`config.mk`:
```
export PLATFORM = sky130hd
export DESIGN_NAME = clock_edge_tracker
export DESIGN_NICKNAME = d
export VERILOG_FILES = /design/src/rtl/clock_edge_tracker_pkg.sv /design/src/rtl/clock_edge_tracker_edge_sync.sv /design/src/rtl/clock_edge_tracker.sv
export SDC_FILE = /design/constraint.sdc
export NUM_CORES = 1
export LEC_CHECK = 0
export ABC_AREA = 1
export CAP_MARGIN = 15
export CORE_UTILIZATION = 60
export CTS_CLUSTER_DIAMETER = 120
export DETAILED_ROUTE_END_ITERATION = 6
export PLACE_DENSITY = 0.8
export SLEW_MARGIN = 10
export SYNTH_ARGS = -nofsm -noshare
export SYNTH_HDL_FRONTEND = slang
export SYNTH_SLANG_ARGS = --single-unit
```
`constraint.sdc`:
```
create_clock -name clock_in -period 3.3 [get_ports clock_in]
set_clock_uncertainty 0.15 [all_clocks]
set_input_delay 0.495 -clock clock_in [delete_from_list [all_inputs] [get_ports clock_in]]
set_output_delay 0.495 -clock clock_in [all_outputs]
set_load 0.01 [all_outputs]
```
`src/rtl/clock_edge_tracker_pkg.sv`:
```
`default_nettype none
// ============================================================================
// Module   : clock_edge_tracker_pkg
// Brief    : Shared state encoding and default sizing for the slow-clock tracker.
// Revision : 1.0
// ============================================================================
package clock_edge_tracker_pkg;

  localparam int DEF_SYNC_STAGES = 2;
  localparam int DEF_PW          = 8;
  localparam int DEF_LOCK_COUNT  = 4;
  localparam int DEF_TOL         = 1;

  localparam logic [DEF_PW-1:0] CNT_MAX = {DEF_PW{1'b1}};

  typedef enum logic [1:0] {
    SEARCH  = 2'd0,
    ACQUIRE = 2'd1,
    LOCKED  = 2'd2
  } state_e;

endpackage
`default_nettype wire

```
`src/rtl/clock_edge_tracker_edge_sync.sv`:
```
`default_nettype none
// ============================================================================
// Module   : clock_edge_tracker_edge_sync
// Brief    : Synchronizes the slow clock and produces rise/fall strobes.
// Revision : 1.0
// ============================================================================
module clock_edge_tracker_edge_sync
  import clock_edge_tracker_pkg::*;
#(
  parameter int SYNC_STAGES = DEF_SYNC_STAGES
) (
  input  logic clock_in,
  input  logic reset,
  input  logic clk_sample_i,
  output logic sync_o,
  output logic rise_o,
  output logic rise_pulse_o,
  output logic fall_pulse_o
);

  logic [SYNC_STAGES-1:0] sync_q;
  logic [SYNC_STAGES-1:0] sync_d;
  logic                   prev_q;
  logic                   rise_pulse_q;
  logic                   fall_pulse_q;
  logic                   fall_w;

  assign sync_d = {sync_q[SYNC_STAGES-2:0], clk_sample_i};
  assign sync_o = sync_q[SYNC_STAGES-1];
  // Unregistered rise feeds the period counter and FSM in the same cycle.
  assign rise_o = sync_o & ~prev_q;
  assign fall_w = ~sync_o & prev_q;

  always_ff @(posedge clock_in) begin
    if (reset) begin
      sync_q       <= '0;
      prev_q       <= 1'b0;
      rise_pulse_q <= 1'b0;
      fall_pulse_q <= 1'b0;
    end else begin
      sync_q       <= sync_d;
      prev_q       <= sync_o;
      rise_pulse_q <= rise_o;
      fall_pulse_q <= fall_w;
    end
  end

  assign rise_pulse_o = rise_pulse_q;
  assign fall_pulse_o = fall_pulse_q;

endmodule
`default_nettype wire

```
`src/rtl/clock_edge_tracker.sv`:
```
`default_nettype none
// ============================================================================
// Module   : clock_edge_tracker
// Brief    : Tracks a slow clock: edge enables, period measurement and lock.
// Revision : 1.0
// ============================================================================
module clock_edge_tracker
  import clock_edge_tracker_pkg::*;
#(
  parameter int SYNC_STAGES = DEF_SYNC_STAGES,
  parameter int PW          = DEF_PW,
  parameter int LOCK_COUNT  = DEF_LOCK_COUNT,
  parameter int TOL         = DEF_TOL
) (
  input  logic          clock_in,
  input  logic          reset,
  input  logic          clk_sample,
  output logic          rise_pulse,
  output logic          fall_pulse,
  output logic [PW-1:0] period,
  output logic          period_valid,
  output logic          locked,
  output logic          lost
);

  localparam int            MW        = $clog2(LOCK_COUNT + 1);
  localparam logic [PW-1:0] C_CNT_MAX = {PW{1'b1}};
  localparam logic [MW-1:0] C_LOCK    = MW'(LOCK_COUNT);
  localparam logic [PW:0]   C_TOL     = (PW+1)'(TOL);

  logic sync_unused;
  logic rise_int;

  state_e        state_q, state_d;
  logic [PW-1:0] cnt_q, cnt_d;
  logic [PW-1:0] ref_q, ref_d;
  logic          ref_valid_q, ref_valid_d;
  logic [MW-1:0] match_q, match_d;
  logic [PW-1:0] period_q, period_d;
  logic          period_valid_q, period_valid_d;
  logic          locked_q, locked_d;
  logic          lost_q, lost_d;

  logic [PW:0]   diff_w;
  logic          in_tol_w;
  logic [MW-1:0] match_inc_w;
  logic          cnt_sat_w;

  clock_edge_tracker_edge_sync #(
    .SYNC_STAGES (SYNC_STAGES)
  ) u_edge_sync (
    .clock_in     (clock_in),
    .reset        (reset),
    .clk_sample_i (clk_sample),
    .sync_o       (sync_unused),
    .rise_o       (rise_int),
    .rise_pulse_o (rise_pulse),
    .fall_pulse_o (fall_pulse)
  );

  // One extra bit keeps the absolute difference from wrapping.
  assign diff_w      = (cnt_q >= ref_q) ? ({1'b0, cnt_q} - {1'b0, ref_q})
                                        : ({1'b0, ref_q} - {1'b0, cnt_q});
  assign in_tol_w    = (diff_w <= C_TOL);
  assign match_inc_w = match_q + 1'b1;
  assign cnt_sat_w   = (cnt_q == C_CNT_MAX);

  always_comb begin
    state_d        = state_q;
    cnt_d          = cnt_q;
    ref_d          = ref_q;
    ref_valid_d    = ref_valid_q;
    match_d        = match_q;
    period_d       = period_q;
    period_valid_d = 1'b0;
    locked_d       = locked_q;
    lost_d         = 1'b0;

    if (rise_int) begin
      cnt_d = {{(PW-1){1'b0}}, 1'b1};
    end else if (!cnt_sat_w) begin
      cnt_d = cnt_q + 1'b1;
    end

    case (state_q)
      SEARCH: begin
        if (rise_int) begin
          state_d     = ACQUIRE;
          ref_valid_d = 1'b0;
        end
      end
      ACQUIRE: begin
        if (rise_int) begin
          period_d       = cnt_q;
          period_valid_d = 1'b1;
          if (!ref_valid_q) begin
            ref_d       = cnt_q;
            ref_valid_d = 1'b1;
            match_d     = MW'(1);
          end else if (in_tol_w) begin
            match_d = match_inc_w;
            if (match_inc_w == C_LOCK) begin
              state_d  = LOCKED;
              locked_d = 1'b1;
            end
          end else begin
            ref_d   = cnt_q;
            match_d = MW'(1);
          end
        end else if (cnt_sat_w) begin
          lost_d   = 1'b1;
          locked_d = 1'b0;
          state_d  = SEARCH;
        end
      end
      LOCKED: begin
        if (rise_int) begin
          period_d       = cnt_q;
          period_valid_d = 1'b1;
          // The reference stays frozen while rises remain in tolerance.
          if (!in_tol_w) begin
            locked_d = 1'b0;
            ref_d    = cnt_q;
            match_d  = MW'(1);
            state_d  = ACQUIRE;
          end
        end else if (cnt_sat_w) begin
          lost_d   = 1'b1;
          locked_d = 1'b0;
          state_d  = SEARCH;
        end
      end
      default: state_d = SEARCH;
    endcase
  end

  always_ff @(posedge clock_in) begin
    if (reset) begin
      state_q        <= SEARCH;
      cnt_q          <= '0;
      ref_q          <= '0;
      ref_valid_q    <= 1'b0;
      match_q        <= '0;
      period_q       <= '0;
      period_valid_q <= 1'b0;
      locked_q       <= 1'b0;
      lost_q         <= 1'b0;
    end else begin
      state_q        <= state_d;
      cnt_q          <= cnt_d;
      ref_q          <= ref_d;
      ref_valid_q    <= ref_valid_d;
      match_q        <= match_d;
      period_q       <= period_d;
      period_valid_q <= period_valid_d;
      locked_q       <= locked_d;
      lost_q         <= lost_d;
    end
  end

  assign period       = period_q;
  assign period_valid = period_valid_q;
  assign locked       = locked_q;
  assign lost         = lost_q;

endmodule
`default_nettype wire
```
==> flow_metrics.tcl <==
set metrics [dict create \
    status "complete, no violations" \
    slew_viol_final 0 \
    htreeDepth 2 \
    post-synth-top-area-fraction 0.279 \
    timing.fmax_mhz 329 \
    p_total_mw 1.51 \
    synth_seq_cells 38 \
    hpwl_mm 4.67 \
    timing.rr.start "cnt_q[2]" \
    core_um2 4350 \
    cts_tree "yes" \
    relSlewSlack 0.685 \
    dr_total_vias 2628 \
    grt_pass1_wl_mm 10.8 \
    synth_xor_area_frac 0.0161 \
    ant_nets 0 \
    synth.largest_area_cell "dfxtp_1" \
    hold_path_end "u_edge_sync.sync_q[1]" \
    crit_arrival_ns 3.12 \
    yosysWarnings 0 \
    stdcell_area_um2 3000 \
    ys_types 30 \
    hold_viol 0 \
    setup_viol 0 \
    place_inst 483 \
    min_period_ns 3.04 \
    syn_area_per_cell_um2 6.44 \
    crit_fanout 15 \
    fin_cells 491 \
    antenna_cells 0 \
    drive_gt1_frac 0.0638 \
    vdd_drop_max_v 0.000365 \
    crit_type "reg -> reg" \
    r2r_cells 16 \
    clock-sinks 38 \
    avgRoutedWirePerCell_um 12.4 \
    grt_overflow_total 0 \
    start_util 0.626 \
    grt_max_degree 19 \
    tightest_slew_ns 0.469 \
    syn-cell-area_um2 2730 \
    insertion_delay_ns 0.30 \
    synth_top_family_by_area "simple AND/OR/NAND/NOR gates" \
    antenna_found_initial 0 \
    leakagePower_nw 1.35 \
    cts_setup_buffers 0 \
    synth.most_common_cell "nand2_1" \
    drt-total-wl_mm 6.09 \
    port_buffers 15 \
    rrSetupSlack_ns 0.26 \
    fin_crit_sh 0.922 \
    min_path_type "reg -> reg" \
    fin_setup_tns_ns 0 \
    drc 0 \
    reg2reg_to "ref_q[0]" \
    ys.flop_type "dfxtp_1" \
    power_density_nw_per_um2 502 \
    track_usage 0.270 \
    cts_max_path_buffers 2 \
    clk_pin_slew_worst_paths_ns 0.08 \
    post-route-util 0.689 \
    initialDrtViolationCount 137 \
    grt_setup_unrepaired "no" \
    synth_enable_flop_cells 0 \
    nets 466 \
    syn_nets 451 \
    required_ns 3.37 \
    cp-start-kind "flop" \
    synthArstFlopShare 0 \
    muxShareOfSynthArea 0 \
    die_area_um2 4820 \
    grt_pass1_vias 2445 \
    cts_resized 0 \
    pin_count 16 \
    yosys.area_share.simple 0.323 \
    cts_made_buffers 5 \
    dpl_cell_area_um2 2900 \
    rows 24 \
    crit_path_end_kind "flop" \
    synthCells 423 \
    synth_compound_gate_area_share 0.143 \
    fp.dieW_um 69.4 \
    place_congestion 0.887 \
    viasPerCell 5.35 \
    seq_area_frac_synth 0.279 \
    die_h_um 69.4 \
    hold_buffers 0 \
    area.growth.synth_to_final_pct 10.1 \
    synthTopCellsByArea "dfxtp_1 (28%), nand2_1 (15%), ha_1 (11%), inv_1 (9.0%), a21oi_1 (8.3%)" \
    whs_path_depth 2 \
    synth_common_cells "nand2_1 (108), inv_1 (65), a21oi_1 (45)" \
    cap_viol_max_count 0 \
    hold_start "u_edge_sync.sync_q[0]" \
    synth-adder-area-share 0.120 \
    drtPass1Iterations 5 \
    ctsRootBufferMaster "clkbuf_8" \
]
-- where the power goes --
group / internal [mW] / switching, mW
logic: 0.210 / 0.423
registers: 0.490 / 0.0318
clock network: 0.172 / 0.178
total: 0.872 / 0.633
-- worst max-delay path by stage --
stage,startpoint,endpoint,cells past startpoint
after floorplan,cnt_q[0],ref_q[2],16
after global routing,cnt_q[2],ref_q[7],18
after global placement,cnt_q[0],state_q[1],17
final,cnt_q[2],ref_q[0],16
after CTS,cnt_q[0],ref_q[0],16
after detailed placement,cnt_q[0],ref_q[0],16
-- area by class of cell --
type                    instances  area (µm²)
multi-input cells             306        1640
repair buffers                 19         180
flip-flops and latches         38         761
clock buffers                   6        82.6
inverters                      68         255
fillers                       380        1350
clock inverters                 2        16.3
well taps                      52        65.1
-- worst max-delay path, cell delays in order (launching register included) --
cell and delay, ns:
dfxtp_1 0.45, inv_1 0.13, ha_1 0.46, nand2_1 0.13, nor2_1 0.10, nand2_1 0.08
nand3_2 0.10, nand2_2 0.10, nand2_4 0.10, nand3_1 0.09, nand2_1 0.09, nand2_1 0.09
nor2_4 0.32, inv_1 0.21, nor2_1 0.13, o21ai_0 0.11, a21oi_1 0.13
-- registers in the layout, indices dropped and copies added, names as in the netlist --
signal                    flops
ref_q                         8
u_edge_sync.prev_q            1
lost                          1
state_q                       2
period_valid                  1
u_edge_sync.sync_q            2
u_edge_sync.rise_pulse_o      1
match_q                       3
ref_valid_q                   1
locked                        1
u_edge_sync.fall_pulse_o      1
cnt_q                         8
period                        8
-- per-stage QoR --
step                setup WS (ns)  hold WS (ns)
global route              0.00557         0.297
CTS                         0.286         0.264
detailed placement          0.302         0.250
floorplan                   0.850         0.238
global placement            0.414         0.247
finish                      0.257         0.260
-- per-layer routing --
layer | up-vias | track usage | share of wire
li1 | 1368 | - | -
met1 | 1173 | 0.353 | 0.48
met2 | 83 | 0.458 | 0.46
met3 | 4 | 0.0436 | 0.048
met4 | 0 | 0.0771 | 0.0079
met5 | - | 0 | 0
-- layout by cell type (no fill, tap or decap), drive strengths merged --
master / Yosys / layout
clkdlybuf4s50: 0 / 15
buf: 5 / 4
a21oi: 45 / 45
clkinv: 2 / 2
nor3: 4 / 4
a2111oi: 1 / 1
xnor2: 2 / 2
nand4: 5 / 5
dfxtp: 38 / 38
xor2: 3 / 3
inv: 66 / 67
nand2: 116 / 116
fa: 2 / 2
nand3: 34 / 34
clkinvlp: 0 / 1
a31oi: 1 / 1
ha: 23 / 23
o211ai: 1 / 1
o21ai: 24 / 24
o21bai: 1 / 1
nor2: 42 / 42
a211oi: 2 / 2
clkbuf: 6 / 6
-- logic make-up (layout without fill, tap and decap cells) --
family / Yosys count / count (layout)
buffers and inverters: 79 / 95
AOI/OAI and AO/OA: 75 / 75
and+or+nand+nor: 201 / 201
adders and majority gates: 25 / 25
xor gates and xnor gates: 5 / 5
DFF: 38 / 38
(Power assumes the default switching activity.)
==> edit (same flow settings) <==
Register the output `lost` once more; this adds one clock of latency there. The other outputs are not delayed to match.
--- a/src/rtl/clock_edge_tracker.sv
+++ b/src/rtl/clock_edge_tracker.sv
@@ -161,7 +161,9 @@
   assign period       = period_q;
   assign period_valid = period_valid_q;
   assign locked       = locked_q;
-  assign lost         = lost_q;
+  always_ff @(posedge clock_in) begin
+    lost <= lost_q;
+  end
 
 endmodule
 `default_nettype wire
Function: same outputs for any inputs over 10 cycles, from zero or initial values and one cycle with reset high; that may be too few to reach the edited logic, so the function may still have changed.
==> edit against the unedited design <==
Sequential cell count up 1. Non-clock buffer count up 1. Global-route usage up 0.97 points. Utilization up 0.56 points. Total power up 0.88%. Synthesized area up 1.3%. Maximum frequency up 2.4%. Cell area up 1.5%. Sequential share of layout area up 0.28 points. Via count up 4.1%. Setup slack better by 0.072 ns. Routed wire length up 7.9%.
==> edit: results (changes against the unedited design) <==
[power]
pg_clk_mw = 0.324  ; -7.4%
seqPwrFrac_pct = 34.9  ; +0.3 points
swShare_pct = 43.3  ; +1.3 points
ir_drop_mv = 0.295  ; -19%
p_leak_nw = 1.36  ; +1.1%

[critical_path]
r2r_slack_ns = 0.33  ; +0.07 ns
reg2reg_depth = 15  ; -1
r2r_end = state_q[1]
cp_slowest_cell = fa_1
slowest_delay_ns = 0.41  ; -0.05 ns

[status]
status = finished, final reports clean

[finish]
drive_gt1_share_pct = 9.45  ; +3.1 points
fin_cells = 486  ; -1.0%

[hold_path]
worstHoldStart = lost_q
hold_path_depth = 0  ; -2
whs_endpoint = lost

[grt]
grt_pass1_wl_um = 11000  ; +2.4%
grt_max_degree = 27  ; +8

[logic_synthesis]
yosysSeqAreaShare_pct = 28.3  ; +0.37 points
synthTopCellsByCount = nand2_1, inv_1, a21oi_1
synth_compound_area_share_pct = 15.7  ; +1.4 points
synth_xor_area_share_pct = 0.317  ; -1.3 points
synth_top_area_share_pct = 28.3  ; +0.37 points
synth_nets = 444  ; -1.6%
synth_adder_area_share_pct = 11.9  ; -0.15 points

[detailed_routing]
wirelength_um = 6570  ; +7.9%

[place]
pre_cts_slack_ns = 0.410  ; +0.108 ns
gp_congestion = 0.948  ; +6.9%
dp.final_hpwl_um = 4980  ; +6.5%

==> edit: cell count changes after synthesis, sizes merged, moves of 2 or more <==
cell	before	now
or2	0	2
nand4	5	9
nor2	42	40
inv	66	61
nand3	34	40
a21oi	45	42
nand2	116	105
xnor2	2	0
clkbuf	6	4
o21ai	24	27
xor2	3	1
==> edit: area by class of cell <==
cell class	count	area, um2	area share (%)
repair buffers	20	188	6.16
clock inverters	3	20.0	0.657
well taps	52	65.1	2.14
inverters	63	238	7.80
clock buffers	5	68.8	2.26
multi-input cells	304	1690	55.4
flip-flops and latches	39	781	25.6
==> edit: worst max-delay path, delay by kind of cell (launching register included) <==
kind	cells	cell delay [ns]
fa+ha+maj	2	0.57
flops	1	0.37
simple gates	10	1.35
compound gates	1	0.19
buf+inv	2	0.24
==> edit: layer usage <==
layer,GRT usage [%],part of all wire [%]
met1,38.8,45
met2,43.3,47
met5,0,0
met3,5.09,7.2
met4,10.4,1.6
